$ cat config.mk
export PLATFORM = sky130hd
export DESIGN_NAME = alu_issue_stage
export DESIGN_NICKNAME = d
export VERILOG_FILES = /design/src/rtl/alu_issue_stage.sv
export SDC_FILE = /design/constraint.sdc
export NUM_CORES = 1
export LEC_CHECK = 0
export CAP_MARGIN = 20
export CORE_MARGIN = 2
export CORE_UTILIZATION = 30
export CTS_CLUSTER_DIAMETER = 60
export DETAILED_ROUTE_END_ITERATION = 10
export PLACE_DENSITY = 0.57
export SYNTH_ARGS = -nofsm -noshare
export SYNTH_HDL_FRONTEND = slang
export SYNTH_SLANG_ARGS = --single-unit
export TNS_END_PERCENT = 20
$ cat constraint.sdc
create_clock -name Clk -period 1.5 [get_ports Clk]
set_clock_uncertainty 0.05 [all_clocks]
set_input_delay 0.375 -clock Clk [delete_from_list [all_inputs] [get_ports Clk]]
set_output_delay 0.375 -clock Clk [all_outputs]
set_load 0.05 [all_outputs]
$ cat src/rtl/alu_issue_stage.sv
// rtl/alu_issue_stage.sv - register-read/issue stage feeding an external ALU with one execute slot
// Operands come from the register file or are forwarded from the result currently in the execute slot.
module alu_issue_stage #(
    parameter int DW = 8,
    parameter int AW = 3
) (
    input  logic          Clk,
    input  logic          Reset_n,
    input  logic          InValid,
    output logic          InReady,
    input  logic [2:0]    InOp,
    input  logic [AW-1:0] InRa,
    input  logic [AW-1:0] InRb,
    input  logic [AW-1:0] InRd,
    input  logic          InUseImm,
    input  logic [DW-1:0] InImm,
    output logic [DW-1:0] InputA,
    output logic [DW-1:0] InputB,
    output logic [2:0]    OP,
    input  logic [DW-1:0] AluOut,
    output logic          ResValid,
    input  logic          ResReady,
    output logic [DW-1:0] ResData,
    output logic [AW-1:0] ResRd
);

    localparam int NREG = 1 << AW;

    logic [DW-1:0] rf_q [NREG];

    logic          e_valid_q, e_valid_d;
    logic [DW-1:0] a_q, a_d;
    logic [DW-1:0] b_q, b_d;
    logic [2:0]    op_q, op_d;
    logic [AW-1:0] rd_q, rd_d;

    logic          accept;
    logic          wb_en;
    logic [DW-1:0] opa;
    logic [DW-1:0] opb;

    assign InReady  = !e_valid_q || ResReady;
    assign accept   = InValid && InReady;
    assign wb_en    = e_valid_q && ResReady && (rd_q != '0);
    assign ResValid = e_valid_q;
    assign InputA   = a_q;
    assign InputB   = b_q;
    assign OP       = op_q;
    assign ResRd    = rd_q;
    assign ResData  = AluOut;

    // R0 wins over forwarding so a pending write to R0 never leaks into a read of it.
    always_comb begin
        opa = '0;
        if (InRa != '0) begin
            if (e_valid_q && (rd_q == InRa)) begin
                opa = AluOut;
            end else begin
                opa = rf_q[InRa];
            end
        end
    end

    always_comb begin
        opb = '0;
        if (InUseImm) begin
            opb = InImm;
        end else if (InRb != '0) begin
            if (e_valid_q && (rd_q == InRb)) begin
                opb = AluOut;
            end else begin
                opb = rf_q[InRb];
            end
        end
    end

    always_comb begin
        e_valid_d = e_valid_q;
        a_d       = a_q;
        b_d       = b_q;
        op_d      = op_q;
        rd_d      = rd_q;
        if (accept) begin
            e_valid_d = 1'b1;
            a_d       = opa;
            b_d       = opb;
            op_d      = InOp;
            rd_d      = InRd;
        end else if (e_valid_q && ResReady) begin
            e_valid_d = 1'b0;
        end
    end

    always_ff @(posedge Clk or negedge Reset_n) begin
        if (!Reset_n) begin
            e_valid_q <= 1'b0;
            a_q       <= '0;
            b_q       <= '0;
            op_q      <= '0;
            rd_q      <= '0;
        end else begin
            e_valid_q <= e_valid_d;
            a_q       <= a_d;
            b_q       <= b_d;
            op_q      <= op_d;
            rd_q      <= rd_d;
        end
    end

    // Entry 0 is cleared by reset and never written afterwards.
    always_ff @(posedge Clk or negedge Reset_n) begin
        if (!Reset_n) begin
            for (int i = 0; i < NREG; i++) begin
                rf_q[i] <= '0;
            end
        end else if (wb_en) begin
            rf_q[rd_q] <= AluOut;
        end
    end

endmodule

==> impl_metrics.py, run 1 <==
metrics = {
    "route": {
        "drtPass1Iterations": 4,
        "wirelength_um": 13700,
        "wl_per_cell_um": 21.2,
        "viasPerCell": 5.12,
        "vias": 3302,
        "drc": 0,
        "first_iter_violations": 241,
        "antenna_left": 0,
    },
    "critical_path": {
        "critPathKind": "flip-flop to flip-flop",
        "critPathBufInv": 3,
        "rr_worst_depth": 6,
        "path_max_fanout": 6,
        "slowest_delay_ns": 0.46,
        "path_cells": "buf_6 -> nand3b_1 -> buf_4 -> nor2_4 -> buf_12 -> mux2_2",
        "critical_path.top_delay_family": "flip-flops",
        "r2r-start": "ResValid",
        "cp-start-kind": "flip-flop",
        "crit_path_end_kind": "flip-flop",
        "worstPathArrival_ns": 1.81,
        "cp.required_ns": 1.67,
        "r2r_slack_ns": -0.14,
        "slowest_stage": "dfrtp_2",
        "timing.rr.end": "rf_q[43]",
    },
    "synthesis": {
        "avgSynthCellArea_um2": 13.7,
        "syn-instance-count": 331,
        "synth_warnings": 0,
        "synthArstFlopShare": 1.00,
        "ys_seq_area_frac": 0.480,
        "yosys.area.top_type": "dfrtp_1",
        "synth-main-ff-cell": "dfrtp_1",
        "synth_top_area_frac": 0.480,
        "synth_area_leaders": "dfrtp_1 48%, mux2_2 18%, mux4_2 12%, mux4_1 4.6%, nand3_1 1.9%",
        "ys_types": 25,
        "synth-seq-cells": 87,
        "synth_area_um2": 4530,
        "synth.net_count": 364,
        "synth_edf_count": 0,
    },
    "sta": {
        "slew_violations": 0,
        "maxSlewHeadroom": 0.677,
        "setup_ws_ns": -0.139,
        "rsz0062_at_grt": "yes",
        "final_hold_viol_count": 0,
        "worstMarginPinSlew_ns": 0.485,
        "post-route-min-period_ns": 1.64,
        "max_freq_ghz": 0.610,
        "setup_viol": 75,
        "fin_crit_sh": 1.09,
    },
    "clocking": {
        "path_clk_slew_ns": 0.06,
        "clock_latency_ns": 0.34,
        "htreeDepth": 3,
        "hold_buffers": 0,
        "cts_root_buffer": "clkbuf_16",
        "numCtsBuffers": 9,
        "cts_sinks": 87,
        "cts.path.max_buffers": 2,
        "cts_tree": "built",
    },
    "job": {
        "drv_cap": 0,
    },
    "power_and_ir_drop": {
        "power_density_nw_per_um2": 1460,
        "leakage_nw": 3.14,
        "peakVddDrop_v": 0.000544,
    },
    "cells_and_area": {
        "diodes": 0,
        "nFillCells": 1273,
        "syn_to_final_growth_pct": 56.2,
        "multi_input_area_um2": 2460,
        "drive_gt1_frac": 0.592,
        "utilization": 0.484,
        "final_area_um2": 7080,
        "final_nets": 489,
        "ff_latch_area_um2": 2180,
    },
    "placement": {
        "place_area_um2": 6280,
        "gp_congestion": 0.828,
        "post-dp-hpwl_um": 8990,
        "numPortBuffers": 64,
        "post-place-ws_ns": -0.949,
    },
    "floorplan": {
        "die_area_um2": 16100,
        "coreArea_um2": 14600,
        "fp-row-count": 44,
        "die-width_um": 127,
        "initial_core_util": 0.310,
        "die_h_um": 127,
        "pin_count": 65,
    },
    "global_routing": {
        "grt_max_degree": 88,
        "grt_pass1_wl_um": 21000,
        "grt_util_all_layers": 0.175,
        "antenna_found_initial": 0,
        "grt_pass1_vias": 3572,
        "grt.overflow.total": 0,
    },
    "hold_path": {
        "worstHoldPathType": "primary input to asynchronous set/reset pin",
    },
    "outcome": {
        "violations": "negative setup slack",
        "status": "complete, but fails checks",
    },
}
routing by layer:
layer,share of wire,wire (µm),global-route usage,up-vias
met4,0.024,322,0.0653,0
met5,0,0,0,-
li1,-,-,-,1478
met1,0.44,6010,0.234,1696
met3,0.057,782,0.0358,18
met2,0.48,6570,0.281,110
metrics by stage:
step | TNS (ns) | power, mW | hold slack [ns] | cells
6_report | -5.08 | 10.4 | 0.0216 | 645
5_1_grt | -7.86 | 10.9 | 0.0692 | 645
4_1_cts | -4.21 | 10.2 | 0.0490 | 641
3_5_place_dp | -44.15 | 7.69 | 0.330 | 612
3_3_place_gp | -43.93 | 7.57 | 0.327 | 612
2_1_floorplan | -13.87 | 5.97 | 0.0294 | 331
final cells by class:
type                       count  share of cell area
clock inverter                 6             0.00866
timing repair buffer         150               0.271
multi-input combinational    208               0.348
clock buffer                  10              0.0323
tap                          184              0.0325
sequential                    87               0.308
worst max path at each step:
stage                      to  depth (start not counted)     start  slack (ns)
finish               rf_q[43]                          6  ResValid       -0.14
global route         rf_q[43]                          6  ResValid       -0.18
CTS                 InputA[0]                          3  rf_q[48]       -0.10
detailed placement  InputA[3]                          5   InRa[0]       -0.95
global placement    InputA[1]                          5   InRa[0]       -0.92
floorplan           InputA[0]                          5   InRa[0]       -0.30
where the power goes:
group / internal (mW) / total [mW] / switching, mW
Sequential: 3.16 / 3.89 / 0.732
Combinational: 2.71 / 4.28 / 1.57
Clock: 1.28 / 2.20 / 0.912
synth_stat cells, types with 2 or more instances:
cell       n
dfrtp_1   87
mux2_2    72
mux4_2    24
nand2_1   20
clkbuf_1  17
nand3_1   17
nor2_1    15
buf_4     10
a21oi_1    8
a221o_1    8
a31oi_1    8
and2_1     8
mux4_1     8
buf_2      6
xnor2_1    6
nand2b_1   4
nor3_1     3
buf_6      2
nand4_1    2
layout by cell type (no fill, tap or decap), drive strengths merged:
| cell type | netlist | final |
|---|---|---|
| nor3b | 1 | 1 |
| clkinvlp | 0 | 1 |
| nand3b | 1 | 1 |
| xnor2 | 6 | 6 |
| nor2 | 15 | 15 |
| or3 | 1 | 1 |
| nand2 | 20 | 20 |
| bufinv | 0 | 1 |
| a221o | 8 | 8 |
| mux4 | 32 | 32 |
| a31oi | 8 | 8 |
| and4 | 1 | 1 |
| clkbuf | 17 | 10 |
| clkinv | 0 | 4 |
| nand2b | 4 | 4 |
| dlymetal6s2s | 0 | 6 |
| clkdlybuf4s50 | 0 | 17 |
| dlygate4sd2 | 0 | 4 |
| a21oi | 8 | 8 |
| dfrtp | 87 | 87 |
| clkdlybuf4s15 | 0 | 1 |
| mux2 | 72 | 72 |
| nand4 | 2 | 2 |
| nand3 | 17 | 17 |
| buf | 19 | 120 |
| bufbuf | 0 | 2 |
| and2 | 9 | 9 |
| nor3 | 3 | 3 |
kinds of logic after synthesis:
| logic type | Yosys count | share of synthesized area |
|---|---|---|
| buf+inv | 36 | 0.0466 |
| simple gates | 74 | 0.0795 |
| flops | 87 | 0.480 |
| compound gates | 24 | 0.0375 |
| mux | 104 | 0.344 |
| xor+xnor | 6 | 0.0116 |
flip-flops by register name, indices dropped and copies added (netlist names):
name / count
OP: 3
ResValid: 1
ResRd: 3
InputB: 8
rf_q: 64
InputA: 8
worst register-to-register path: cells and delay by family, from the launching register on:
family	cells	cell delay (ns)
DFF	1	0.46
buffers and inverters	3	0.44
and+or+nand+nor	2	0.24
muxes	1	0.33
what timing repair did:
action	4_1_cts	5_1_grt
buffers inserted	9	4
gates resized for setup	71	40
endpoints found under the setup margin	78	83
pin swaps	10	4
gates cloned	4	0
Power figures use the tool's default switching activity.
==> inputs of run 2 (changes only) <==
--- a/config.mk
+++ b/config.mk
@@ -11,6 +11,7 @@
 export CTS_CLUSTER_DIAMETER = 60
 export DETAILED_ROUTE_END_ITERATION = 10
 export PLACE_DENSITY = 0.57
+export SKIP_LAST_GASP = 1
 export SYNTH_ARGS = -nofsm -noshare
 export SYNTH_HDL_FRONTEND = slang
 export SYNTH_SLANG_ARGS = --single-unit
==> run 2 against run 1 <==
The run ends with negative hold slack, negative setup slack left; sequential share of layout area rose by 0.75 points; worst hold slack worse by 0.024 ns; routed wire length is 1.4% lower; cell area fell by 2.4%; via count shrank 0.36%; non-clock buffer count unchanged; register-to-register slack improved by 0.02 ns; cell count unchanged; combinational power decreased by 5%; critical path type unchanged; largest cell class unchanged.
==> impl_metrics.py, run 2 (synthesis results as in run 1) <==
metrics = {
    "critical_path": {
        "cp-start-kind": "flip-flop",
        "path_max_fanout": 6,
        "slowest_stage": "dfrtp_2",
        "critical_path.top_delay_family": "flip-flops",
        "slowest_delay_ns": 0.45,
        "critPathKind": "flip-flop to flip-flop",
        "path_cells": "buf_4 -> nand2b_4 -> nor2_2 -> buf_6 -> mux2_2",
        "crit_path_end_kind": "flip-flop",
        "cp.required_ns": 1.67,
        "worstPathArrival_ns": 1.79,
        "critPathBufInv": 2,
    },
    "cells_and_area": {
        "syn_to_final_growth_pct": 52.5,
        "regMostFlops": "rf_q",
        "largest_reg_flops": 64,
        "final_nets": 489,
        "final_cell_mix": "83 x dfrtp_1, 58 x buf_4, 52 x mux2_2",
        "drive_gt1_frac": 0.586,
        "final_common_cell": "dfrtp_1",
        "diodes": 0,
    },
    "floorplan": {
        "pin_count": 65,
        "fp-row-count": 44,
        "die_area_um2": 16100,
        "coreArea_um2": 14600,
        "die_h_um": 127,
        "die-width_um": 127,
        "initial_core_util": 0.310,
    },
    "outcome": {
        "status": "complete, but fails checks",
        "violations": "negative hold slack, negative setup slack",
    },
    "sta": {
        "worstMarginPinSlew_ns": 0.511,
        "rsz0062_at_grt": "yes",
        "max_freq_ghz": 0.619,
        "final_hold_viol_count": 2,
        "fin_crit_sh": 1.08,
        "hold_slack_ns": -0.00276,
        "maxSlewHeadroom": 0.659,
        "slew_violations": 0,
        "post-route-min-period_ns": 1.62,
        "setup_ws_ns": -0.116,
        "setup_viol": 76,
        "fin_tns_setup_ns": -5.98,
    },
    "route": {
        "vias": 3290,
        "drc": 0,
        "drtPass1Iterations": 5,
        "wl_per_cell_um": 20.9,
        "wirelength_um": 13500,
        "first_iter_violations": 220,
        "antenna_left": 0,
        "viasPerCell": 5.10,
    },
    "job": {
        "drv_cap": 0,
    },
    "global_routing": {
        "antenna_found_initial": 0,
        "grt_util_all_layers": 0.174,
        "grt_pass1_vias": 3571,
        "grt_max_degree": 88,
        "grt.overflow.total": 0,
        "grt_pass1_wl_um": 20900,
    },
    "clocking": {
        "path_clk_slew_ns": 0.07,
        "clock_latency_ns": 0.34,
        "hold_buffers": 0,
        "cts.path.max_buffers": 2,
        "htreeDepth": 3,
        "cts_tree": "built",
        "cts_root_buffer": "clkbuf_16",
        "numCtsBuffers": 9,
        "cts_sinks": 87,
    },
    "power_and_ir_drop": {
        "peakVddDrop_v": 0.000547,
        "leakage_nw": 3.01,
        "power_density_nw_per_um2": 1470,
        "finalPower_mw": 10.1,
    },
    "placement": {
        "numPortBuffers": 64,
        "gp_congestion": 0.828,
        "post-dp-hpwl_um": 8990,
    },
    "hold_path": {
        "worstHoldPathType": "primary input to asynchronous set/reset pin",
    },
}
-- run 2: per-layer routing --
metal / wire length [µm] / track usage / up-vias
li1: - / - / 1481
met1: 5940 / 0.232 / 1668
met2: 6420 / 0.281 / 118
met3: 752 / 0.0354 / 23
met4: 383 / 0.0692 / 0
met5: 0 / 0 / -
-- run 2: final timing paths --
check,start,to,slack [ns],cells past startpoint
setup / recovery,ResRd[1],rf_q[21],-0.12,5
hold / removal,Reset_n,rf_q[51],-0.003,2
setup reg to reg,ResRd[1],rf_q[21],-0.12,5
hold reg to reg,rf_q[61],rf_q[61],0.36,0
max in group asynchronous,Reset_n,ResRd[2],0.98,2
min in group Clk,rf_q[61],rf_q[61],0.36,0
-- run 2: through the flow --
| step | std cells | cell area (µm²) | util | setup slack [ns] | hold WS (ns) |
|---|---|---|---|---|---|
| 2_1_floorplan | 331 | 4700 | - | -0.305 | 0.0294 |
| 3_3_place_gp | 612 | 6280 | 0.429 | -0.916 | 0.327 |
| 3_5_place_dp | 612 | 6280 | 0.429 | -0.949 | 0.330 |
| 4_1_cts | 641 | 6840 | 0.467 | -0.103 | 0.0490 |
| 5_1_grt | 645 | 6910 | 0.472 | -0.159 | 0.0692 |
| 6_report | 645 | 6910 | 0.472 | -0.116 | -0.00276 |
-- run 2: worst reg2reg max path, cell delays in order, from the launching register on --
cell and delay [ns]:
dfrtp_2 0.45, buf_4 0.17, nand2b_4 0.15, nor2_2 0.16
buf_6 0.17, mux2_2 0.34
-- run 2: power by group --
| group | switching [mW] | internal (mW) |
|---|---|---|
| sequential | 0.712 | 3.16 |
| combinational | 1.53 | 2.55 |
| clock | 0.912 | 1.28 |
| total | 3.15 | 6.99 |
-- run 2: final cells by class --
| type | count | area (µm²) |
|---|---|---|
| fillers | 1288 | 7730 |
| multi-input cells | 208 | 2340 |
| clock inverters | 6 | 61.3 |
| well taps | 184 | 230 |
| flip-flops and latches | 87 | 2180 |
| clock buffers | 10 | 229 |
| repair buffers | 150 | 1870 |
-- run 2: repair_timing --
item                       in CTS  in global routing
setup endpoints to repair      78                 84
cloned                          4                  0
resized for setup              57                 11
buffers inserted                9                  4
pin swaps                       9                  1
==> patch: new RTL, flow settings as in run 1 <==
`a_q` and `b_q` no longer have a reset.
--- a/src/rtl/alu_issue_stage.sv
+++ b/src/rtl/alu_issue_stage.sv
@@ -95,15 +95,16 @@
         if (!Reset_n) begin
             e_valid_q <= 1'b0;
-            a_q       <= '0;
-            b_q       <= '0;
             op_q      <= '0;
             rd_q      <= '0;
         end else begin
             e_valid_q <= e_valid_d;
-            a_q       <= a_d;
-            b_q       <= b_d;
             op_q      <= op_d;
             rd_q      <= rd_d;
         end
+    end
+
+    always_ff @(posedge Clk) begin
+        a_q <= a_d;
+        b_q <= b_d;
     end
 
Function: changed (a bounded check fails within 4 cycles, from zero or initial values and one cycle with Reset_n low).
==> patch against run 1 <==
- cell area is 3.1% lower
- combinational power decreased by 18%
- highest routed layer unchanged
- routed wire length decreased by 6.1%
- via count decreased by 4.9%
- sequential cell count is the same
- setup slack improved by 0.0053 ns
- area after synthesis decreased by 0.88%
- total power shrank 5.8%
- maximum frequency increased by 0.32%
- critical endpoint is now rf_q[28]
- the flow finishes with violations (hold timing, setup timing)
==> patch: results (changes against run 1) <==
metric,value,unit,change
grt_max_degree,72,,-18%
wl_per_cell,21.0,µm,-0.99%
whs,-0.0159,ns,-0.0375 ns
async_reset_ff_share,81.6,%,-18 points
p_leak,2.91,nW,-7.2%
setup_ws,-0.133,ns,+0.00527 ns
violations,"hold timing, setup timing",,
irDropWorstVdd,0.587,mV,+7.9%
ys_top_cells_by_area,"dfrtp_1 40%, mux4_2 16%, mux2_2 13%",,
outcome,"finished, violations left",,
intPower,6.80,mW,-4.8%
synth_cell_types,34,,+36%
hpwl,8250,µm,-8.2%
final-hold-violation-count,5,,+5
ys_top_cells_by_count,"71 x dfrtp_1, 52 x mux2_2, 32 x mux4_2",,
place_area,0.00605,mm²,-3.6%
drt_iter0_markers,178,,-26%
cp_max_fo,5,,-1
grt_util_all_layers,16.6,%,-0.86 points
synth_fp_nets,343,,-5.8%
crit_family,simple AND/OR/NAND/NOR gates,,
num_vias,3140,,-4.9%
worst_pin_slew,0.404,ns,-0.0815 ns
synth-edff-count,16,,+16
grt_pass1_wl,19900,µm,-4.9%
firstDrtPassIters,6,,+2
gp_congestion,0.838,,+1.2%
first_global_vias,3315,,-7.2%
setup_viol,60,,-20%
==> patch: kinds of logic after synthesis <==
family	after synthesis	synth area share (%)
AND/OR/NAND/NOR	48	5.32
flip-flops	87	50.2
multiplexers	102	33.1
XOR/XNOR	6	1.17
buffers and inverters	41	5.37
AO/OA/AOI/OAI	26	4.76
==> patch: layout make-up <==
class                   instances  area, µm²
clock inverters                 5       63.8
fillers                      1251       7730
clock buffers                  11        243
repair buffers                134       1740
multi-input cells             182       2280
flip-flops and latches         87       2260
inverters                       9       37.5
well taps                     184        230
==> patch: worst paths after layout <==
check / cells past startpoint / to / slack (ns) / from
hold / removal: 2 / rf_q[9] / -0.02 / Reset_n
min in group Clk: 0 / rf_q[62] / 0.35 / rf_q[62]
setup reg to reg: 4 / rf_q[28] / -0.13 / ResRd[0]
max in group asynchronous: 2 / ResRd[2] / 1.06 / Reset_n
setup / recovery: 4 / rf_q[28] / -0.13 / ResRd[0]
hold reg to reg: 0 / rf_q[62] / 0.35 / rf_q[62]
==> patch: routing by layer <==
layer	wire, µm	global-route usage [%]
met5	0	0
met3	631	3.29
met4	172	4.85
met2	6030	25.5
met1	6020	23.9
==> patch: power groups by stage <==
stage / Clock (mW) / Combinational (mW) / Sequential (mW)
CTS: 2.36 / 3.46 / 3.91
detailed placement: 0 / 3.09 / 3.93
global route: 2.46 / 3.73 / 4.02
global placement: 0 / 3.01 / 3.88
floorplan: 0 / 1.82 / 4.00
finish: 2.32 / 3.52 / 3.92
==> patch: what timing repair did <==
action / 4_1_cts / 5_1_grt
resized for setup: 86 / 18
setup buffers: 3 / 1
gates cloned: 5 / 0
pin swaps: 8 / 1
endpoints found under the setup margin: 98 / 92
==> patch: per-stage QoR <==
| stage | hold WS (ns) | setup slack, ns | TNS [ns] | cells |
|---|---|---|---|---|
| after floorplan | 0.0294 | -0.196 | -13.43 | 310 |
| after global placement | 0.327 | -0.759 | -42.79 | 587 |
| after detailed placement | 0.335 | -0.761 | -44.07 | 587 |
| after CTS | 0.0205 | -0.0881 | -3.04 | 611 |
| after global routing | 0.0286 | -0.188 | -7.19 | 612 |
| final | -0.0159 | -0.133 | -4.06 | 612 |
